===== src/rtl/seq_alu.sv =====
// seq_alu: sequential ALU with valid/ready handshakes on both sides.
// Single-cycle opcodes deliver a result one cycle after accept. Opcode 1100
// is a WIDTH-cycle shift-add multiply when SEQ_ALU_MUL_EN is defined;
// otherwise it completes in one cycle with err=1 and no multiplier is built.
module seq_alu #(
  parameter int unsigned WIDTH = 8
) (
  input  logic             clk,
  input  logic             rst_n,
  input  logic             in_valid,
  output logic             in_ready,
  input  logic [WIDTH-1:0] a,
  input  logic [WIDTH-1:0] b,
  input  logic [3:0]       opcode,
  output logic             out_valid,
  input  logic             out_ready,
  output logic [WIDTH-1:0] x,
  output logic [WIDTH-1:0] y,
  output logic             zero,
  output logic             err,
  output logic             busy
);

  localparam logic [3:0]     OP_MUL = 4'b1100;
  localparam logic [WIDTH:0] WLIM   = (WIDTH+1)'(WIDTH);

`ifdef SEQ_ALU_MUL_EN
  localparam int unsigned CW = $clog2(WIDTH);
  typedef enum logic [1:0] {ST_IDLE = 2'd0, ST_MUL = 2'd1, ST_DONE = 2'd2} state_t;
`else
  typedef enum logic [1:0] {ST_IDLE = 2'd0, ST_DONE = 2'd2} state_t;
`endif

  state_t           state_q;
  logic [WIDTH-1:0] x_q, y_q;
  logic             zero_q, err_q;

  logic [WIDTH-1:0] res_x, res_y;
  logic             res_err, res_zero;
  logic [WIDTH:0]   sum;
  logic             shift_big;
  logic             accept;

`ifdef SEQ_ALU_MUL_EN
  logic [2*WIDTH-1:0] mcand_q, acc_q, acc_step;
  logic [WIDTH-1:0]   mplier_q;
  logic [CW-1:0]      cnt_q;
  logic               mul_last;
`endif

  assign sum       = {1'b0, a} + {1'b0, b};
  assign shift_big = ({1'b0, b} >= WLIM);

  // Single-cycle result for the opcode presented this cycle.
  always_comb begin
    res_x   = '0;
    res_y   = '0;
    res_err = 1'b0;
    case (opcode)
      4'b0000: res_x[0] = |a;
      4'b0001: res_x[0] = &a;
      4'b0010: res_x[0] = ^a;
      4'b0011: res_x    = a & b;
      4'b0100: res_x    = a | b;
      4'b0101: res_x    = a ^ b;
      4'b0110: res_x[0] = (a > b);
      4'b0111: res_x[0] = (a < b);
      4'b1000: res_err  = 1'b1;
      4'b1001: res_x[0] = (a == b);
      4'b1010: begin
        res_x    = sum[WIDTH-1:0];
        res_y[0] = sum[WIDTH];
      end
      4'b1011: begin
        res_x    = a - b;
        res_y[0] = (a < b);
      end
`ifdef SEQ_ALU_MUL_EN
      4'b1100: res_err = 1'b0;
`else
      4'b1100: res_err = 1'b1;
`endif
      4'b1101: res_x = shift_big ? '0 : (a >> b);
      4'b1110: res_x = shift_big ? '0 : (a << b);
      4'b1111: res_x = ~a;
    endcase
    res_zero = (res_x == '0) && (res_y == '0);
  end

`ifdef SEQ_ALU_MUL_EN
  // One shift-add partial product per MUL cycle.
  always_comb begin
    acc_step = acc_q + (mplier_q[0] ? mcand_q : '0);
    mul_last = (cnt_q == CW'(WIDTH-1));
  end
`endif

  assign accept = in_valid && in_ready;

  // Control FSM plus result and multiplier registers.
  always_ff @(posedge clk or negedge rst_n) begin
    if (!rst_n) begin
      state_q  <= ST_IDLE;
      x_q      <= '0;
      y_q      <= '0;
      zero_q   <= 1'b0;
      err_q    <= 1'b0;
`ifdef SEQ_ALU_MUL_EN
      mcand_q  <= '0;
      mplier_q <= '0;
      acc_q    <= '0;
      cnt_q    <= '0;
`endif
    end else if (accept) begin
      // Launch path shared by IDLE and the back-to-back DONE case.
`ifdef SEQ_ALU_MUL_EN
      if (opcode == OP_MUL) begin
        state_q  <= ST_MUL;
        mcand_q  <= {{WIDTH{1'b0}}, a};
        mplier_q <= b;
        acc_q    <= '0;
        cnt_q    <= '0;
      end else begin
`else
      begin
`endif
        state_q <= ST_DONE;
        x_q     <= res_x;
        y_q     <= res_y;
        zero_q  <= res_zero;
        err_q   <= res_err;
      end
    end else begin
      case (state_q)
`ifdef SEQ_ALU_MUL_EN
        ST_MUL: begin
          acc_q    <= acc_step;
          mcand_q  <= mcand_q << 1;
          mplier_q <= mplier_q >> 1;
          cnt_q    <= cnt_q + CW'(1);
          if (mul_last) begin
            state_q <= ST_DONE;
            x_q     <= acc_step[WIDTH-1:0];
            y_q     <= acc_step[2*WIDTH-1:WIDTH];
            zero_q  <= (acc_step == '0);
            err_q   <= 1'b0;
          end
        end
`endif
        ST_DONE: if (out_ready) state_q <= ST_IDLE;
        default: ;
      endcase
    end
  end

  assign in_ready  = (state_q == ST_IDLE) || ((state_q == ST_DONE) && out_ready);
  assign out_valid = (state_q == ST_DONE);
`ifdef SEQ_ALU_MUL_EN
  assign busy      = (state_q == ST_MUL);
`else
  assign busy      = 1'b0;
`endif
  assign x         = x_q;
  assign y         = y_q;
  assign zero      = zero_q;
  assign err       = err_q;

endmodule

===== config.mk =====
export PLATFORM = sky130hd
export DESIGN_NAME = seq_alu
export DESIGN_NICKNAME = d
export VERILOG_FILES = /design/src/rtl/seq_alu.sv
export SDC_FILE = /design/constraint.sdc
export NUM_CORES = 1
export LEC_CHECK = 0
export ABC_AREA = 0
export CAP_MARGIN = 15
export CORE_ASPECT_RATIO = 1.2
export CORE_UTILIZATION = 48
export DETAILED_ROUTE_END_ITERATION = 6
export GPL_TIMING_DRIVEN = 0
export PLACE_DENSITY = 0.76
export SKIP_CTS_REPAIR_TIMING = 1
export SYNTH_ARGS = -nofsm -noshare
export SYNTH_HDL_FRONTEND = slang
export SYNTH_SLANG_ARGS = --single-unit

===== constraint.sdc =====
create_clock -name clk -period 2.3 [get_ports clk]
set_input_delay 0.345 -clock clk [delete_from_list [all_inputs] [get_ports clk]]
set_output_delay 0.345 -clock clk [all_outputs]
set_load 0.02 [all_outputs]

==> impl_metrics.yaml <==
run_status:
  status: "finished with violations"
  violations: "negative setup slack"
final_layout:
  area_growth_syn_to_layout_pct: 35.2
  num_antenna_cells: 0
  nFillCells: 466
  multi_input_area_mm2: 0.00237
  seq_area_um2: 300
  nets: 457
  drive_gt1_share_pct: 27.6
  design_area_mm2: 0.00358
setup_path:
  worstPathRequired_ns: 2.44
  reg2regPathDepth: 7
  regToRegEndpoint: "zero"
  worstPathMaxFanout: 10
  endpoint: "zero"
  start_kind: "primary input"
  arrival_ns: 2.94
  worst_setup_path_end_kind: "flip-flop"
  crit_path_start: "opcode[2]"
  reg2reg_slack_ns: 0.29
  crit_type: "in2reg"
  r2r-start: "state_q[1]"
min_path:
  hold_class: "in2async"
clock_network:
  cts-buffers-inserted: 3
  path_clk_slew_ns: 0.05
  root_buffer: "clkbuf_8"
  cts_tree: "built"
  worstSkewPairLatency_ns: 0.24
  cts_max_level: 1
  cts.path.max_buffers: 2
  clock_sinks: 12
detailed_routing:
  vias: 2959
  wl_per_cell_um: 19.9
  drc: 0
  routed_wl_mm: 9.07
  dr.pass1.iters: 5
  via_per_inst: 6.47
  drt_iter0_markers: 280
  postRouteAntennaNets: 0
timing:
  hold_violations: 0
  setup_violations: 3
  setup_ws_ns: -0.506
  finalMaxSlewViolations: 0
  maxSlewHeadroom_pct: 64.6
  fin_skew_ns: 0.000296
  period_share_pct: 122
  final.min_clock_period_ns: 2.81
  fin_tns_setup_ns: -1.13
  rsz0062_at_grt: "true"
  tightest_slew_ns: 0.529
  fmax_ghz: 0.356
synth:
  seq_area_frac_synth_pct: 11.3
  yosysTopAreaCell: "ha_1"
  syn_area_per_cell_um2: 7.85
  syn_area_mm2: 0.00265
  synth-seq-cells: 12
  synth_common_cells: "ha_1, inv_1, o21ai_0"
  ys_warn_count: 0
  synth_flop_cell: "dfrtp_1"
  ys_types: 64
  synthArstFlopShare_pct: 100
  synth_top_area_share_pct: 16.1
  synth_edf_count: 0
  synth.area.top_cells: "ha_1, dfrtp_1, o21ai_0"
  yosysMostFrequentCell: "ha_1"
  synthCells: 337
grt:
  grt_max_degree: 13
  grt_usage_pct: 29.8
  grt_pass1_wl_mm: 13.9
  grt_pass1_vias: 2750
  grt-ovfl-total: 0
  antenna_found_initial: 0
floorplan:
  die-width_um: 69.8
  ios: 45
  start_util_pct: 50.0
  num_rows: 29
  coreArea_mm2: 0.00530
  die_h_um: 83.3
  dieArea_mm2: 0.00582
placement:
  placedInstanceArea_mm2: 0.00320
  dp_hpwl_mm: 6.92
  gp_congestion: 0.987
  portBuffers: 36
flow_run:
  drv_cap: 0
power_and_ir_drop:
  power_density_mw_per_mm2: 337
  ir_worst_vdd_mv: 0.192
  power.leakage_nw: 1.49
## cell type report
| class | instances | share of cell area, % |
|---|---|---|
| clock buffers | 3 | 1.15 |
| repair buffers | 50 | 12.5 |
| inverters | 25 | 3.01 |
| well taps | 62 | 2.17 |
| multi-input cells | 277 | 66.2 |
| flip-flops and latches | 12 | 8.39 |
| plain buffers | 28 | 6.58 |
## through the flow
step                      worst slack, ns  util (%)  std cells  power [mW]  hold slack [ns]
after floorplan                    -0.239         -        344       0.682           0.0494
after global placement              -1.34      60.4        442       0.905            0.461
after detailed placement            -1.41      60.4        442       0.918            0.469
after CTS                           -1.20      61.2        445        1.11            0.461
after global routing               -0.537      67.5        457        1.27            0.489
final                              -0.506      67.5        457        1.21            0.454
## registers in the layout, indices dropped and copies added, names as in the netlist
signal / count
x: 8
err: 1
state_q: 1
y: 1
zero: 1
## per-layer routing
| metal | up-vias | part of all wire (%) | track usage (%) |
|---|---|---|---|
| met4 | 0 | 4.2 | 14.4 |
| li1 | 1369 | - | - |
| met2 | 158 | 52 | 52.9 |
| met1 | 1398 | 38 | 36.1 |
| met5 | - | 0 | 0 |
| met3 | 34 | 6.3 | 1.70 |
## report_power, final
group / switching [mW] / internal, mW / total [mW]
Clock: 0.0727 / 0.115 / 0.188
Sequential: 0.0137 / 0.241 / 0.255
Combinational: 0.414 / 0.349 / 0.763
Total: 0.500 / 0.705 / 1.21
## cell usage in the layout, fill, tap and decap left out, types with 7 or more instances in the layout
cell              n
a211oi_1          7
a21oi_1          18
buf_4            24
buf_6             7
clkdlybuf4s50_1  20
conb_1            8
dfrtp_1          12
ha_1             25
ha_4              8
inv_1            18
mux2i_1           7
nand2_1          22
nand2b_1          7
nor2_1           18
nor3_1           14
o21ai_0          20
## worst max-delay path, stage by stage
cell	delay, ns
clkdlybuf4s50_1	0.46
clkbuf_4	0.21
nand2_1	0.33
o32ai_1	0.17
a221oi_2	0.35
o32ai_2	0.17
a2111oi_2	0.38
nand4_1	0.25
o41ai_4	0.27
## logic make-up (layout without fill, tap and decap cells)
logic type | Yosys count | in the layout | share of synthesized area (%)
and+or+nand+nor | 110 | 110 | 22.9
AOI/OAI and AO/OA | 97 | 97 | 25.0
buffers and inverters | 55 | 106 | 10.1
adders and majority gates | 36 | 36 | 17.6
muxes | 19 | 19 | 10.6
DFF | 12 | 12 | 11.3
xor gates and xnor gates | 7 | 7 | 2.32
other | 1 | 8 | 0.142
## worst min path at each step
stage,start,to,slack [ns],cells after the start
after floorplan,rst_n,err,0.05,0
after global placement,x[0],x[0],0.46,2
after detailed placement,x[0],x[0],0.47,2
after CTS,rst_n,x[3],0.46,1
after global routing,rst_n,x[0],0.49,1
final,rst_n,err,0.45,1
Power figures use the tool's default switching activity.
